<file path="config.mk">
export PLATFORM = sky130hd
export DESIGN_NAME = synaptic_memory_responder_flat
export DESIGN_NICKNAME = d
export VERILOG_FILES = /design/src/rtl/synaptic_memory_responder_if.sv /design/src/rtl/synaptic_memory_responder.sv /design/src/flat_wrapper.sv
export SDC_FILE = /design/constraint.sdc
export NUM_CORES = 1
export LEC_CHECK = 0
export ABC_AREA = 1
export BUFFER_PORTS_ARGS = -buffer_cell sky130_fd_sc_hd__buf_2
export CAP_MARGIN = 20
export CORE_MARGIN = 4
export CORE_UTILIZATION = 51
export DETAILED_ROUTE_END_ITERATION = 7
export PLACE_DENSITY = 0.83
export SYNTH_ARGS = -nofsm -noshare
export SYNTH_HDL_FRONTEND = slang
export SYNTH_SLANG_ARGS = --single-unit
export TNS_END_PERCENT = 50
</file>
<file path="constraint.sdc">
create_clock -name clk -period 5.2 [get_ports clk]
set_input_delay 0.52 -clock clk [delete_from_list [all_inputs] [get_ports clk]]
set_output_delay 0.52 -clock clk [all_outputs]
set_load 0.01 [all_outputs]
</file>
<file path="src/rtl/synaptic_memory_responder_if.sv">
// Bus between the neuron update stage / SPU (master) and the synaptic memory responder (slave).
// Handshake: spike_valid and req_deq are single-cycle strobes sampled on the rising edge with no ready back-pressure; fifo_full/fifo_empty only advise.
interface synaptic_memory_responder_if #(
    parameter int NUMWIDTH = 16,
    parameter int TAGBITS  = 1
);
    logic                spike_valid;
    logic [TAGBITS-1:0]  spike_tag;
    logic                req_deq;
    logic [TAGBITS-1:0]  src_tag_out;
    logic                fifo_empty;
    logic                fifo_full;
    logic                overflow;
    logic [TAGBITS-1:0]  src_tag_in;
    logic [TAGBITS-1:0]  dst_tag_in;
    logic [NUMWIDTH:0]   weight_out;
    logic [NUMWIDTH:0]   i_next_rd;
    logic                req_write_i_next;
    logic [NUMWIDTH:0]   i_next_wr;
    logic                wgt_we;
    logic [TAGBITS-1:0]  wgt_src;
    logic [TAGBITS-1:0]  wgt_dst;
    logic [NUMWIDTH:0]   wgt_data;
    logic                clear_req;
    logic                clearing;
    logic                clear_done;
    logic                write_dropped;

    modport master (
        output spike_valid, spike_tag, req_deq, src_tag_in, dst_tag_in,
               req_write_i_next, i_next_wr, wgt_we, wgt_src, wgt_dst, wgt_data, clear_req,
        input  src_tag_out, fifo_empty, fifo_full, overflow, weight_out, i_next_rd,
               clearing, clear_done, write_dropped
    );

    modport slave (
        input  spike_valid, spike_tag, req_deq, src_tag_in, dst_tag_in,
               req_write_i_next, i_next_wr, wgt_we, wgt_src, wgt_dst, wgt_data, clear_req,
        output src_tag_out, fifo_empty, fifo_full, overflow, weight_out, i_next_rd,
               clearing, clear_done, write_dropped
    );
endinterface

</file>
<file path="src/rtl/synaptic_memory_responder.sv">
// Storage side of the SPU: spike-source FIFO, weight matrix, i_next accumulators
// with a registered read port, and the end-of-timestep i_next clear sequencer.
module synaptic_memory_responder #(
    parameter int NUMNEURONS = 2,
    parameter int NUMWIDTH   = 16,
    parameter int TAGBITS    = 1,
    parameter int FIFODEPTH  = 4
) (
    input  logic                          clk,
    input  logic                          asyn_reset,
    synaptic_memory_responder_if.slave    bus,
    output logic                          dbg_state_o
);
    localparam int PW = $clog2(FIFODEPTH);
    localparam int CW = PW + 1;
    localparam logic [TAGBITS-1:0] LAST_ENTRY = TAGBITS'(NUMNEURONS - 1);

    typedef logic [NUMWIDTH:0] data_t;
    typedef enum logic {IDLE, CLEAR} seq_state_t;

    // ---------------- spike FIFO ----------------
    logic [TAGBITS-1:0] fifo_mem_q [FIFODEPTH];
    logic [PW-1:0]      head_q, head_d, tail_q, tail_d;
    logic [CW-1:0]      count_q, count_d;
    logic               overflow_q, overflow_d;
    logic               empty, full, do_enq, do_deq;

    assign empty = (count_q == '0);
    assign full  = (count_q == CW'(FIFODEPTH));

    always_comb begin
        do_deq     = bus.req_deq && !empty;
        // A pop in the same cycle frees a slot, so a full FIFO still accepts.
        do_enq     = bus.spike_valid && (!full || do_deq);
        head_d     = do_deq ? head_q + 1'b1 : head_q;
        tail_d     = do_enq ? tail_q + 1'b1 : tail_q;
        count_d    = count_q;
        if (do_enq && !do_deq) begin
            count_d = count_q + 1'b1;
        end else if (!do_enq && do_deq) begin
            count_d = count_q - 1'b1;
        end
        overflow_d = overflow_q || (bus.spike_valid && !do_enq);
    end

    always_ff @(posedge clk or posedge asyn_reset) begin
        if (asyn_reset) begin
            head_q     <= '0;
            tail_q     <= '0;
            count_q    <= '0;
            overflow_q <= 1'b0;
            for (int i = 0; i < FIFODEPTH; i++) begin
                fifo_mem_q[i] <= '0;
            end
        end else begin
            head_q     <= head_d;
            tail_q     <= tail_d;
            count_q    <= count_d;
            overflow_q <= overflow_d;
            if (do_enq) begin
                fifo_mem_q[tail_q] <= bus.spike_tag;
            end
        end
    end

    assign bus.src_tag_out = empty ? '0 : fifo_mem_q[head_q];
    assign bus.fifo_empty  = empty;
    assign bus.fifo_full   = full;
    assign bus.overflow    = overflow_q;

    // ---------------- clear sequencer ----------------
    seq_state_t         state_q, state_d;
    logic [TAGBITS-1:0] cnt_q, cnt_d;
    logic               done_q, done_d;

    always_comb begin
        state_d = state_q;
        cnt_d   = cnt_q;
        done_d  = 1'b0;
        case (state_q)
            IDLE: begin
                if (bus.clear_req) begin
                    state_d = CLEAR;
                    cnt_d   = '0;
                end
            end
            CLEAR: begin
                cnt_d = cnt_q + 1'b1;
                if (cnt_q == LAST_ENTRY) begin
                    state_d = IDLE;
                    cnt_d   = '0;
                    done_d  = 1'b1;
                end
            end
            default: state_d = IDLE;
        endcase
    end

    always_ff @(posedge clk or posedge asyn_reset) begin
        if (asyn_reset) begin
            state_q <= IDLE;
            cnt_q   <= '0;
            done_q  <= 1'b0;
        end else begin
            state_q <= state_d;
            cnt_q   <= cnt_d;
            done_q  <= done_d;
        end
    end

    assign bus.clearing   = (state_q == CLEAR);
    assign bus.clear_done = done_q;
    assign dbg_state_o    = (state_q == CLEAR);

    // ---------------- weight / i_next arrays ----------------
    data_t w_q     [NUMNEURONS][NUMNEURONS];
    data_t inext_q [NUMNEURONS];
    data_t weight_q, inext_rd_q;
    logic  clear_window, write_ok;
    logic  write_dropped_q, write_dropped_d;

    // The IDLE cycle that accepts clear_req already belongs to the clear window.
    assign clear_window    = (state_q == CLEAR) || bus.clear_req;
    assign write_ok        = bus.req_write_i_next && !clear_window;
    assign write_dropped_d = write_dropped_q || (bus.req_write_i_next && clear_window);

    always_ff @(posedge clk or posedge asyn_reset) begin
        if (asyn_reset) begin
            for (int s = 0; s < NUMNEURONS; s++) begin
                inext_q[s] <= '0;
                for (int d = 0; d < NUMNEURONS; d++) begin
                    w_q[s][d] <= '0;
                end
            end
            weight_q        <= '0;
            inext_rd_q      <= '0;
            write_dropped_q <= 1'b0;
        end else begin
            if (bus.wgt_we) begin
                w_q[bus.wgt_src][bus.wgt_dst] <= bus.wgt_data;
            end
            if (state_q == CLEAR) begin
                inext_q[cnt_q] <= '0;
            end else if (write_ok) begin
                inext_q[bus.dst_tag_in] <= bus.i_next_wr;
            end
            weight_q        <= w_q[bus.src_tag_in][bus.dst_tag_in];
            inext_rd_q      <= inext_q[bus.dst_tag_in];
            write_dropped_q <= write_dropped_d;
        end
    end

    assign bus.weight_out    = weight_q;
    assign bus.i_next_rd     = inext_rd_q;
    assign bus.write_dropped = write_dropped_q;
endmodule
</file>
<file path="src/flat_wrapper.sv">
// flat-port wrapper written by rule: the top's interface ports become plain ports
module synaptic_memory_responder_flat 
#(
    parameter int NUMNEURONS = 2,
    parameter int NUMWIDTH   = 16,
    parameter int TAGBITS    = 1,
    parameter int FIFODEPTH  = 4
)
  (clk, asyn_reset, dbg_state_o, bus_spike_valid, bus_spike_tag, bus_req_deq, bus_src_tag_in, bus_dst_tag_in, bus_req_write_i_next, bus_i_next_wr, bus_wgt_we, bus_wgt_src, bus_wgt_dst, bus_wgt_data, bus_clear_req, bus_src_tag_out, bus_fifo_empty, bus_fifo_full, bus_overflow, bus_weight_out, bus_i_next_rd, bus_clearing, bus_clear_done, bus_write_dropped);
  synaptic_memory_responder_if #(.NUMWIDTH(NUMWIDTH), .TAGBITS(TAGBITS)) bus_i ();
  input  logic clk;
  input  logic asyn_reset;
  output logic dbg_state_o;
  input wire logic [$bits(bus_i.spike_valid)-1:0] bus_spike_valid;
  input wire logic [$bits(bus_i.spike_tag)-1:0] bus_spike_tag;
  input wire logic [$bits(bus_i.req_deq)-1:0] bus_req_deq;
  input wire logic [$bits(bus_i.src_tag_in)-1:0] bus_src_tag_in;
  input wire logic [$bits(bus_i.dst_tag_in)-1:0] bus_dst_tag_in;
  input wire logic [$bits(bus_i.req_write_i_next)-1:0] bus_req_write_i_next;
  input wire logic [$bits(bus_i.i_next_wr)-1:0] bus_i_next_wr;
  input wire logic [$bits(bus_i.wgt_we)-1:0] bus_wgt_we;
  input wire logic [$bits(bus_i.wgt_src)-1:0] bus_wgt_src;
  input wire logic [$bits(bus_i.wgt_dst)-1:0] bus_wgt_dst;
  input wire logic [$bits(bus_i.wgt_data)-1:0] bus_wgt_data;
  input wire logic [$bits(bus_i.clear_req)-1:0] bus_clear_req;
  output wire logic [$bits(bus_i.src_tag_out)-1:0] bus_src_tag_out;
  output wire logic [$bits(bus_i.fifo_empty)-1:0] bus_fifo_empty;
  output wire logic [$bits(bus_i.fifo_full)-1:0] bus_fifo_full;
  output wire logic [$bits(bus_i.overflow)-1:0] bus_overflow;
  output wire logic [$bits(bus_i.weight_out)-1:0] bus_weight_out;
  output wire logic [$bits(bus_i.i_next_rd)-1:0] bus_i_next_rd;
  output wire logic [$bits(bus_i.clearing)-1:0] bus_clearing;
  output wire logic [$bits(bus_i.clear_done)-1:0] bus_clear_done;
  output wire logic [$bits(bus_i.write_dropped)-1:0] bus_write_dropped;
  assign bus_i.spike_valid = bus_spike_valid;
  assign bus_i.spike_tag = bus_spike_tag;
  assign bus_i.req_deq = bus_req_deq;
  assign bus_i.src_tag_in = bus_src_tag_in;
  assign bus_i.dst_tag_in = bus_dst_tag_in;
  assign bus_i.req_write_i_next = bus_req_write_i_next;
  assign bus_i.i_next_wr = bus_i_next_wr;
  assign bus_i.wgt_we = bus_wgt_we;
  assign bus_i.wgt_src = bus_wgt_src;
  assign bus_i.wgt_dst = bus_wgt_dst;
  assign bus_i.wgt_data = bus_wgt_data;
  assign bus_i.clear_req = bus_clear_req;
  assign bus_src_tag_out = bus_i.src_tag_out;
  assign bus_fifo_empty = bus_i.fifo_empty;
  assign bus_fifo_full = bus_i.fifo_full;
  assign bus_overflow = bus_i.overflow;
  assign bus_weight_out = bus_i.weight_out;
  assign bus_i_next_rd = bus_i.i_next_rd;
  assign bus_clearing = bus_i.clearing;
  assign bus_clear_done = bus_i.clear_done;
  assign bus_write_dropped = bus_i.write_dropped;
  synaptic_memory_responder #(.NUMNEURONS(NUMNEURONS), .NUMWIDTH(NUMWIDTH), .TAGBITS(TAGBITS), .FIFODEPTH(FIFODEPTH)) u_core (.clk(clk), .asyn_reset(asyn_reset), .bus(bus_i), .dbg_state_o(dbg_state_o));
endmodule
</file>
==> impl_metrics.ini, run 1 <==
[run_status]
run_status = finished, final reports clean

[sta]
timing.setup.tns_ns = 0
rsz_0062_raised_after_global_routing = no
slew_headroom_pct = 32.2
worst-slew-pin-transition_ns = 1.02
finalCriticalPeriod_ns = 2.11
hold_viol = 0
final-max-slew-violation-count = 0
max_frequency_mhz = 473
skew_ns = 0.00645
fin_crit_sh_pct = 40.7
final_setup_fails = 0

[clocking]
numCtsBuffers = 17
cts_sinks = 152
clock_insertion_delay_worst_skew_ns = 0.42
cts_hold_buffers = 0
tritoncts_clock_tree = built
cts_max_level = 4
cts_root_buf = sky130_fd_sc_hd__clkbuf_16
post-cts-setup-buffer-count = 0
resized_cells_post_cts = 0
cts_max_path_buffers = 2
cts_clk_pin_slew_worst_paths_ns = 0.06

[finish]
num-nets-final = 759
fillers = 993
antenna_cells = 0
area.sequential_mm2 = 0.00380
multi_input_gate_area_in_the_final_layout_mm2 = 0.00201
post-route-util_pct = 61.0
final_layout_size_suffix_gt1_share_pct = 22.1
area_growth_pct = 16.5
finish.cell_count_without_fillers = 886

[global_route]
grt_start_max_net_pins = 109
grt_usage_pct = 19.6
grt_pass1_wl_um = 22100
antenna_found_initial = 0
global_route.overflow_total = 0
first_global_vias = 4608

[power]
power.share.clock_pct = 37.3
irDropWorstVdd_mv = 0.289
power_report.internal_total_mw = 2.60
fin_total_pwr_mw = 3.62
p_switching_mw = 1.02
switching_share_pct = 28.2
powerDensity_mw_per_mm2 = 490
pwr-share-comb_pct = 19.4
seq_power_share_pct = 43.3
static-leakage-power_nw = 3.71

[drt]
detailedRoute.firstPassIterationCount = 5
route.vias.total = 4692
routed-wl-met3_um = 796
m1WireLength_um = 5550
antenna_violating_nets_post_route = 0
postRouteWirelength_um = 13100
route.detailed.wl_per_inst_um = 14.8
routed_via_density = 5.30
highest-signal-layer = met4
drc = 0
met2_length_um = 6670
dr.first_iter.drc_count = 330

[placed_design]
dp.cells = 856
post-dp-hpwl_um = 8180
port_buffers = 87
gpl.final_weighted_congestion = 0.766

[synth]
yosys-mux-area-fraction_pct = 0
synth_simple_gate_area_share_pct = 13.4
yosysWarnings = 0
synth_enable_flop_cells = 0
largest_family_of_logic_cells_by_synthesized_area = compound AO/OA/AOI/OAI gates
syn-mean-instance-area_um2 = 9.99
synth_cell_types = 31
mappedNetlistArea_mm2 = 0.00634
syn_nets = 687
synth_seq_cells = 152
synth_fa_ha_area_share_pct = 1.30
synthesis.instances = 635
synth-async-reset-ratio_pct = 100
synth_xor_area_share_pct = 0.552
area_fraction_in_compound_gates_after_synthesis_pct = 16.5
sequential_fraction_of_the_synthesis_area_pct = 60.0
postSynth.topFlopCell = sky130_fd_sc_hd__dfrtp_1

[floorplanning]
initial_utilization_pct = 52.4
floorplan.core_area_mm2 = 0.0121
die_width_um = 120
fp.dieArea_mm2 = 0.0143
cell_rows = 40
io-pin-count = 88
die_h_um = 120

[flow_run]
maxCapViolations = 0

[critical_path]
critPathCaptureType = flip-flop
startpoint_type = flip-flop
critical_path_rt_ns = 5.51
r2r-end = u_core.count_q[1]
worst-r2r-setup-slack_ns = 3.09
criticalPathCategory = flip-flop to flip-flop
timing.rr.start = u_core.count_q[0]
worstPathArrival_ns = 2.43
timing.reg2reg.worst_path_depth = 9
critical_path.max_fanout = 11

[worst_hold_path]
timing.hold.worst.class = primary input to async pin
-- power groups by stage --
stage	Sequential [mW]	Clock, mW	Combinational [mW]
2_1_floorplan	1.59	0	0.507
3_3_place_gp	1.57	0	0.668
3_5_place_dp	1.58	0	0.706
4_1_cts	1.57	1.38	0.710
5_1_grt	1.60	1.44	0.798
6_report	1.57	1.35	0.704
-- routing by layer --
layer | vias up | GRT usage, %
li1 | 2226 | -
met1 | 2301 | 24.8
met2 | 153 | 32.2
met3 | 12 | 6.50
met4 | 0 | 6.30
met5 | - | 0
-- worst max-delay path by stage --
stage	from	endpoint	slack, ns	cells after the start
6_report	u_core.count_q[0]	u_core.count_q[1]	3.09	9
5_1_grt	u_core.count_q[0]	u_core.count_q[2]	2.84	11
4_1_cts	u_core.count_q[0]	u_core.count_q[2]	3.09	11
3_5_place_dp	bus_dst_tag_in	u_core.inext_q[33]	2.72	5
3_3_place_gp	bus_dst_tag_in	u_core.inext_q[22]	2.85	5
2_1_floorplan	asyn_reset	u_core.bus.clear_done	0.59	1
-- cell families after synthesis --
family / after synthesis
buffers and inverters: 106
AOI/OAI and AO/OA: 174
xor gates and xnor gates: 4
and+or+nand+nor: 193
DFF: 152
adders and majority gates: 6
-- state kept, by name (all words and copies together), names as in the netlist --
register	count
u_core.bus.overflow	1
u_core.w_q	68
u_core.bus.weight_out	17
u_core.fifo_mem_q	4
u_core.bus.write_dropped	1
u_core.inext_q	34
u_core.cnt_q	1
u_core.count_q	3
u_core.bus.clearing	1
u_core.bus.clear_done	1
u_core.bus.i_next_rd	17
u_core.tail_q	2
u_core.head_q	2
-- placed cells by master, fill, tap and decap left out, types with 4 or more instances in the layout --
master	instances
sky130_fd_sc_hd__buf_2	87
sky130_fd_sc_hd__dfrtp_1	152
sky130_fd_sc_hd__nor2_1	38
sky130_fd_sc_hd__nand2_1	116
sky130_fd_sc_hd__o22ai_1	24
sky130_fd_sc_hd__clkbuf_16	17
sky130_fd_sc_hd__ha_1	5
sky130_fd_sc_hd__nand3_1	21
sky130_fd_sc_hd__clkbuf_8	4
sky130_fd_sc_hd__o21ai_0	106
sky130_fd_sc_hd__nand4_1	4
sky130_fd_sc_hd__nand3_2	7
sky130_fd_sc_hd__o22ai_2	10
sky130_fd_sc_hd__o21ai_1	14
sky130_fd_sc_hd__bufinv_16	5
sky130_fd_sc_hd__inv_1	69
sky130_fd_sc_hd__o21ai_2	17
-- through the flow --
step	hold WS, ns	worst slack, ns	area [um2]
detailed placement	0.455	2.72	6740
finish	0.260	3.09	7390
global placement	0.455	2.85	6740
global route	0.366	2.84	7390
floorplan	0.434	0.587	6340
CTS	0.342	3.09	7390
-- worst max-delay path, cell delays in order (launching register included) --
cell	delay, ns
sky130_fd_sc_hd__dfrtp_1	0.43
sky130_fd_sc_hd__nor2_1	0.17
sky130_fd_sc_hd__nand3_1	0.29
sky130_fd_sc_hd__nand2_1	0.20
sky130_fd_sc_hd__inv_1	0.08
sky130_fd_sc_hd__ha_1	0.19
sky130_fd_sc_hd__inv_1	0.08
sky130_fd_sc_hd__fa_1	0.42
sky130_fd_sc_hd__nand2_1	0.09
sky130_fd_sc_hd__nand2_1	0.05
-- final cells by class --
cell class	instances	share of cell area, %
Tap cell	168	2.84
Clock buffer	22	6.55
Inverter	71	3.67
Multi-Input combinational cell	377	27.2
Sequential cell	152	51.5
Clock inverter	8	2.27
Timing Repair Buffer	88	5.99
-- Yosys cell counts (2+ instances only) --
library cell               number  area [um2]
sky130_fd_sc_hd__nand2_1      116         435
sky130_fd_sc_hd__nor2_1        38         143
sky130_fd_sc_hd__nand4_1        4        25.0
sky130_fd_sc_hd__o22ai_1       24         150
sky130_fd_sc_hd__nand3_2        7        70.1
sky130_fd_sc_hd__nand3_1       21         105
sky130_fd_sc_hd__inv_1         70         263
sky130_fd_sc_hd__clkbuf_1       4        15.0
sky130_fd_sc_hd__buf_6         11         124
sky130_fd_sc_hd__xor2_1         2        17.5
sky130_fd_sc_hd__buf_4          3        22.5
sky130_fd_sc_hd__dfrtp_1      152        3800
sky130_fd_sc_hd__ha_1           5        62.6
sky130_fd_sc_hd__o21ai_1       14        70.1
sky130_fd_sc_hd__xnor2_1        2        17.5
sky130_fd_sc_hd__o21bai_1       2        15.0
sky130_fd_sc_hd__o21ai_2       17         149
sky130_fd_sc_hd__o22ai_2       10         125
sky130_fd_sc_hd__buf_2         15        75.1
sky130_fd_sc_hd__o21ai_0      106         531
sky130_fd_sc_hd__nand2_4        2        22.5
No activity file was read; power rests on OpenSTA's default activity.
==> inputs of run 2 (changes only) <==
==> constraint.sdc (replaced) <==
create_clock -name clk -period 2 [get_ports clk]
set_input_delay 0.2 -clock clk [delete_from_list [all_inputs] [get_ports clk]]
set_output_delay 0.2 -clock clk [all_outputs]
set_load 0.01 [all_outputs]
==> run 2 against run 1 <==
Flip-flop and latch count is the same. Worst hold slack lost 0.22 ns. Via count grew 3.0%. Non-clock buffer count grew 14. Register-to-register slack lost 2.9 ns. Count of clock-buffer cells in the layout shrank 4. Die area is the same. Largest cell class unchanged.
==> impl_metrics.ini, run 2 (synthesis results as in run 1) <==
[critical_path]
critPathCaptureType = flip-flop
worstPathArrival_ns = 2.22
critical_path_rt_ns = 2.35
critical_path.cell_chain = nor2_2 > nand3_1 > nand2_1 > inv_1 > ha_1 > inv_1 > fa_1 > inv_1 > nand2_1 > nand3_1 > xor2_1
crit_path_frequent_cell = sky130_fd_sc_hd__inv_1
critical_path.max_fanout = 4
cpPeakStageDelay_ns = 0.44
startpoint_type = flip-flop
criticalPathCategory = flip-flop to flip-flop
critPathSlowestCell = sky130_fd_sc_hd__dfrtp_1

[power]
irDropWorstVdd_mv = 0.852
powerDensity_mw_per_mm2 = 1240
fin_total_pwr_mw = 9.27
static-leakage-power_nw = 3.74

[floorplanning]
die_h_um = 120
io-pin-count = 88
fp.dieArea_mm2 = 0.0143
die_width_um = 120
cell_rows = 40
initial_utilization_pct = 52.4
floorplan.core_area_mm2 = 0.0121

[global_route]
grt_usage_pct = 21.0
global_route.overflow_total = 0
grt_start_max_net_pins = 60
antenna_found_initial = 0
first_global_vias = 4925
grt_pass1_wl_um = 23700

[finish]
top_register_by_number_of_flip_flops = u_core.w_q
top_regs = u_core.w_q x68, u_core.inext_q x34
largest_register_ffs = 68
antenna_cells = 0
layout_common_cells = sky130_fd_sc_hd__dfrtp_1 (151), sky130_fd_sc_hd__nand2_1 (115), sky130_fd_sc_hd__o21ai_0 (106)
final_layout_size_suffix_gt1_share_pct = 24.1
num-nets-final = 773
area_growth_pct = 17.6
layout_commonest_cell = sky130_fd_sc_hd__dfrtp_1
fillers = 974

[drt]
postRouteWirelength_um = 14200
route.detailed.wl_per_inst_um = 15.7
drc = 0
routed_via_density = 5.36
dr.first_iter.drc_count = 503
route.vias.total = 4831
antenna_violating_nets_post_route = 0
detailedRoute.firstPassIterationCount = 5

[run_status]
run_status = finished, final reports clean

[clocking]
numCtsBuffers = 17
tritoncts_clock_tree = built
cts_clk_pin_slew_worst_paths_ns = 0.06
clock_insertion_delay_worst_skew_ns = 0.43
cts_max_path_buffers = 2
cts_sinks = 152
cts_root_buf = sky130_fd_sc_hd__clkbuf_16
cts_max_level = 4

[sta]
finalCriticalPeriod_ns = 1.86
slew_headroom_pct = 50.6
worst-slew-pin-transition_ns = 0.741
fin_crit_sh_pct = 93.2
skew_ns = 0.00991
final_setup_fails = 0
final-max-slew-violation-count = 0
hold_viol = 0
final.setup.worst_slack_ns = 0.137
max_frequency_mhz = 537

[worst_hold_path]
timing.hold.worst.class = primary input to flip-flop

[flow_run]
maxCapViolations = 0

[placed_design]
post-dp-hpwl_um = 8890
gpl.final_weighted_congestion = 0.815
pre_cts_ws_ns = 0.106
port_buffers = 87
==> run 2: changes by cell type in the layout (fill, tap and decap cells not counted), sizes merged <==
cell / delta
buf: +13
bufinv: -2
dlygate4sd3: +1
clkinvlp: +3
clkbuf: -4
clkinv: +5
==> run 2: area by class of cell <==
class	instances	area [um2]	area share, %
Clock inverter	14	175	2.35
Sequential cell	152	3800	51.0
Clock buffer	18	429	5.76
Tap cell	168	210	2.82
Inverter	71	270	3.63
Timing Repair Buffer	102	551	7.39
Multi-Input combinational cell	377	2010	27.0
==> run 2: path summary, 6_finish.rpt <==
check	startpoint	to	slack, ns	cells after the start
hold reg to reg	u_core.bus.overflow	u_core.bus.overflow	0.47	1
max in group asynchronous	asyn_reset	u_core.count_q[0]	0.92	4
setup / recovery	u_core.count_q[1]	u_core.count_q[2]	0.14	11
hold / removal	bus_i_next_wr[11]	u_core.inext_q[28]	0.04	3
min in group asynchronous	asyn_reset	u_core.w_q[42]	0.50	4
setup reg to reg	u_core.count_q[1]	u_core.count_q[2]	0.14	11
==> run 2: per-layer routing <==
layer	wire length [um]	track usage (%)	up-vias
met4	226	7.52	0
met2	7200	34.7	185
met3	938	6.60	26
met5	0	0	-
met1	5800	26.1	2368
li1	-	-	2252
==> run 2: report_power, final <==
| group | leakage, nW | switching (mW) | internal (mW) |
|---|---|---|---|
| Sequential | 1.94 | 0.361 | 3.73 |
| Combinational | 1.51 | 1.19 | 0.751 |
| Clock | 0.286 | 1.28 | 1.97 |
==> run 2: critical path, delay by kind of cell (launching register included) <==
family | cells | cell delay [ns]
XOR/XNOR | 1 | 0.15
adder cells (fa/ha/maj) | 2 | 0.57
buffers and inverters | 3 | 0.26
flip-flops | 1 | 0.44
AND/OR/NAND/NOR | 5 | 0.37
==> run 2: what timing repair did <==
| item | in CTS | in global routing |
|---|---|---|
| hold buffers | 1 | 0 |
| buffers inserted | 0 | 2 |
| setup endpoints to repair | 0 | 1 |
| endpoints found under the hold margin | 93 | 0 |
| gates resized for setup | 0 | 3 |
==> run 2: stage by stage <==
stage | hold WS, ns | cell area [um2] | TNS [ns] | util [%] | instances
after global routing | 0.0494 | 7450 | -0.0178 | 61.5 | 902
after global placement | 0.416 | 6820 | 0 | 56.3 | 867
after detailed placement | 0.425 | 6820 | 0 | 56.3 | 867
after CTS | 0.0345 | 7430 | 0 | 61.4 | 900
after floorplan | 0.338 | 6340 | -17.78 | - | 635
final | 0.0445 | 7450 | 0 | 61.5 | 902
==> inputs of run 3 (changes only) <==
--- a/config.mk
+++ b/config.mk
@@ -6,12 +6,15 @@
 export NUM_CORES = 1
 export LEC_CHECK = 0
 export ABC_AREA = 1
+export ABC_CLOCK_PERIOD_IN_PS = 2000
 export BUFFER_PORTS_ARGS = -buffer_cell sky130_fd_sc_hd__buf_2
 export CAP_MARGIN = 20
 export CORE_MARGIN = 4
 export CORE_UTILIZATION = 51
 export DETAILED_ROUTE_END_ITERATION = 7
+export MAX_ROUTING_LAYER = met4
 export PLACE_DENSITY = 0.83
+export RECOVER_POWER = 25
 export SYNTH_ARGS = -nofsm -noshare
 export SYNTH_HDL_FRONTEND = slang
 export SYNTH_SLANG_ARGS = --single-unit
==> run 3 against run 2 <==
Routed wire length rose by 0.37%. Sequential share of layout area rose by 0.10 points. Via count rose by 0.81%. Combinational power barely moved. Worst hold slack improved by 0.0013 ns. Clock power barely moved. Register-to-register slack barely moved. Flip-flop and latch count did not move. Count of clock-buffer cells in the layout did not move. Critical path depth did not move. Sequential power barely moved. Global-route usage rose by 0.68 points. Critical endpoint unchanged. Largest power group unchanged.
==> impl_metrics.ini, run 3 (synthesis results as in run 1) <==
[worst_hold_path]
timing.hold.worst.class = primary input to flip-flop
number_of_cells_on_the_worst_hold_path = 3

[critical_path]
timing.reg2reg.worst_path_depth = 11
worstPathArrival_ns = 2.21
critical_path.max_fanout = 4
critical_path_rt_ns = 2.36
critPathCaptureType = flip-flop
startpoint_type = flip-flop
criticalPathCategory = flip-flop to flip-flop

[global_route]
grt_usage_pct = 21.7
first_global_vias = 4930
grt_pass1_wl_um = 23800
antenna_found_initial = 0
global_route.overflow_total = 0
grt_start_max_net_pins = 60

[finish]
fillers = 980
area_growth_pct = 17.3
layout_commonest_cell = sky130_fd_sc_hd__dfrtp_1
largest_register_ffs = 68
post-route-util_pct = 61.4
top_register_by_number_of_flip_flops = u_core.w_q
final_layout_size_suffix_gt1_share_pct = 23.4
top_regs = u_core.w_q x68, u_core.inext_q x34
layout_common_cells = sky130_fd_sc_hd__dfrtp_1 (151), sky130_fd_sc_hd__nand2_1 (115), sky130_fd_sc_hd__o21ai_0 (110)
num-nets-final = 773
antenna_cells = 0
finalInstanceArea_mm2 = 0.00744

[clocking]
clock_insertion_delay_worst_skew_ns = 0.43
cts_clk_pin_slew_worst_paths_ns = 0.06
tritoncts_clock_tree = built
cts_max_level = 4
cts_max_path_buffers = 2
numCtsBuffers = 17
cts_sinks = 152
cts_root_buf = sky130_fd_sc_hd__clkbuf_16

[placed_design]
post_dp_cell_area_mm2 = 0.00682
post-dp-hpwl_um = 8890
port_buffers = 87
gpl.final_weighted_congestion = 0.828

[drt]
route.detailed.wl_per_inst_um = 15.8
antenna_violating_nets_post_route = 0
detailedRoute.firstPassIterationCount = 6
route.vias.total = 4870
dr.first_iter.drc_count = 452
routed_via_density = 5.40
drc = 0
postRouteWirelength_um = 14200

[floorplanning]
die_width_um = 120
die_h_um = 120
fp.dieArea_mm2 = 0.0143
floorplan.core_area_mm2 = 0.0121
initial_utilization_pct = 52.4
io-pin-count = 88
cell_rows = 40

[sta]
worst-slew-pin-transition_ns = 1.14
slew_headroom_pct = 23.8
hold_viol = 0
fin_crit_sh_pct = 92.8
timing.hold.ws_ns = 0.0458
max_frequency_mhz = 539
final-max-slew-violation-count = 0
skew_ns = 0.00495
finalCriticalPeriod_ns = 1.86
final_setup_fails = 0

[flow_run]
maxCapViolations = 0

[power]
irDropWorstVdd_mv = 0.852
powerDensity_mw_per_mm2 = 1240
static-leakage-power_nw = 3.73
fin_total_pwr_mw = 9.26

[run_status]
run_status = finished, final reports clean
## run 3: path summary, 6_finish.rpt
path                                            endpoint                 from  slack, ns
worst min register to register       u_core.bus.overflow  u_core.bus.overflow       0.47
max in group asynchronous       u_core.bus.weight_out[4]           asyn_reset       0.56
worst max-delay path                   u_core.count_q[2]    u_core.count_q[1]       0.14
min in group asynchronous                 u_core.w_q[42]           asyn_reset       0.50
worst min-delay path                  u_core.inext_q[28]    bus_i_next_wr[11]       0.05
worst max register to register         u_core.count_q[2]    u_core.count_q[1]       0.14
## run 3: worst max-delay path, cell delays in order, from the launching register on
cell,delay (ns)
sky130_fd_sc_hd__dfrtp_1,0.43
sky130_fd_sc_hd__nor2_2,0.06
sky130_fd_sc_hd__nand3_1,0.08
sky130_fd_sc_hd__nand2_1,0.09
sky130_fd_sc_hd__inv_1,0.11
sky130_fd_sc_hd__ha_1,0.18
sky130_fd_sc_hd__inv_1,0.07
sky130_fd_sc_hd__fa_1,0.39
sky130_fd_sc_hd__inv_1,0.08
sky130_fd_sc_hd__nand2_1,0.05
sky130_fd_sc_hd__nand3_1,0.09
sky130_fd_sc_hd__xor2_1,0.15
## run 3: area by class of cell
type / count / area (um2) / share of cell area (%)
repair buffers: 102 / 536 / 7.20
clock inverters: 14 / 175 / 2.35
well taps: 168 / 210 / 2.83
clock buffers: 18 / 429 / 5.77
flip-flops and latches: 152 / 3800 / 51.1
multi-input cells: 377 / 2010 / 27.1
inverters: 71 / 270 / 3.63
## run 3: what timing repair did
item                                   CTS  global route
endpoints found under the hold margin   93             0
buffers inserted                         0             2
setup endpoints to repair                0             1
hold buffers                             1             0
resized for setup                        0             3
## run 3: per-stage QoR
step / TNS, ns / worst slack [ns] / instances
2_1_floorplan: -17.78 / -0.117 / 635
3_3_place_gp: 0 / 0.223 / 867
3_5_place_dp: 0 / 0.106 / 867
4_1_cts: 0 / 0.0867 / 900
5_1_grt: -0.0178 / -0.0178 / 902
6_report: 0 / 0.145 / 902
## run 3: power by group
| part | leakage, nW | total, mW | switching (mW) | internal (mW) |
|---|---|---|---|---|
| registers | 1.94 | 4.09 | 0.360 | 3.73 |
| logic | 1.50 | 1.93 | 1.19 | 0.746 |
| clock network | 0.286 | 3.24 | 1.27 | 1.97 |
| total | 3.73 | 9.26 | 2.82 | 6.44 |
## run 3: layer usage
| layer | vias to the layer above | global-route usage, % | wire length [um] |
|---|---|---|---|
| li1 | 2252 | - | - |
| met1 | 2412 | 26.3 | 5850 |
| met2 | 184 | 34.6 | 7240 |
| met3 | 22 | 6.79 | 959 |
| met4 | 0 | 7.52 | 180 |
| met5 | - | - | 0 |
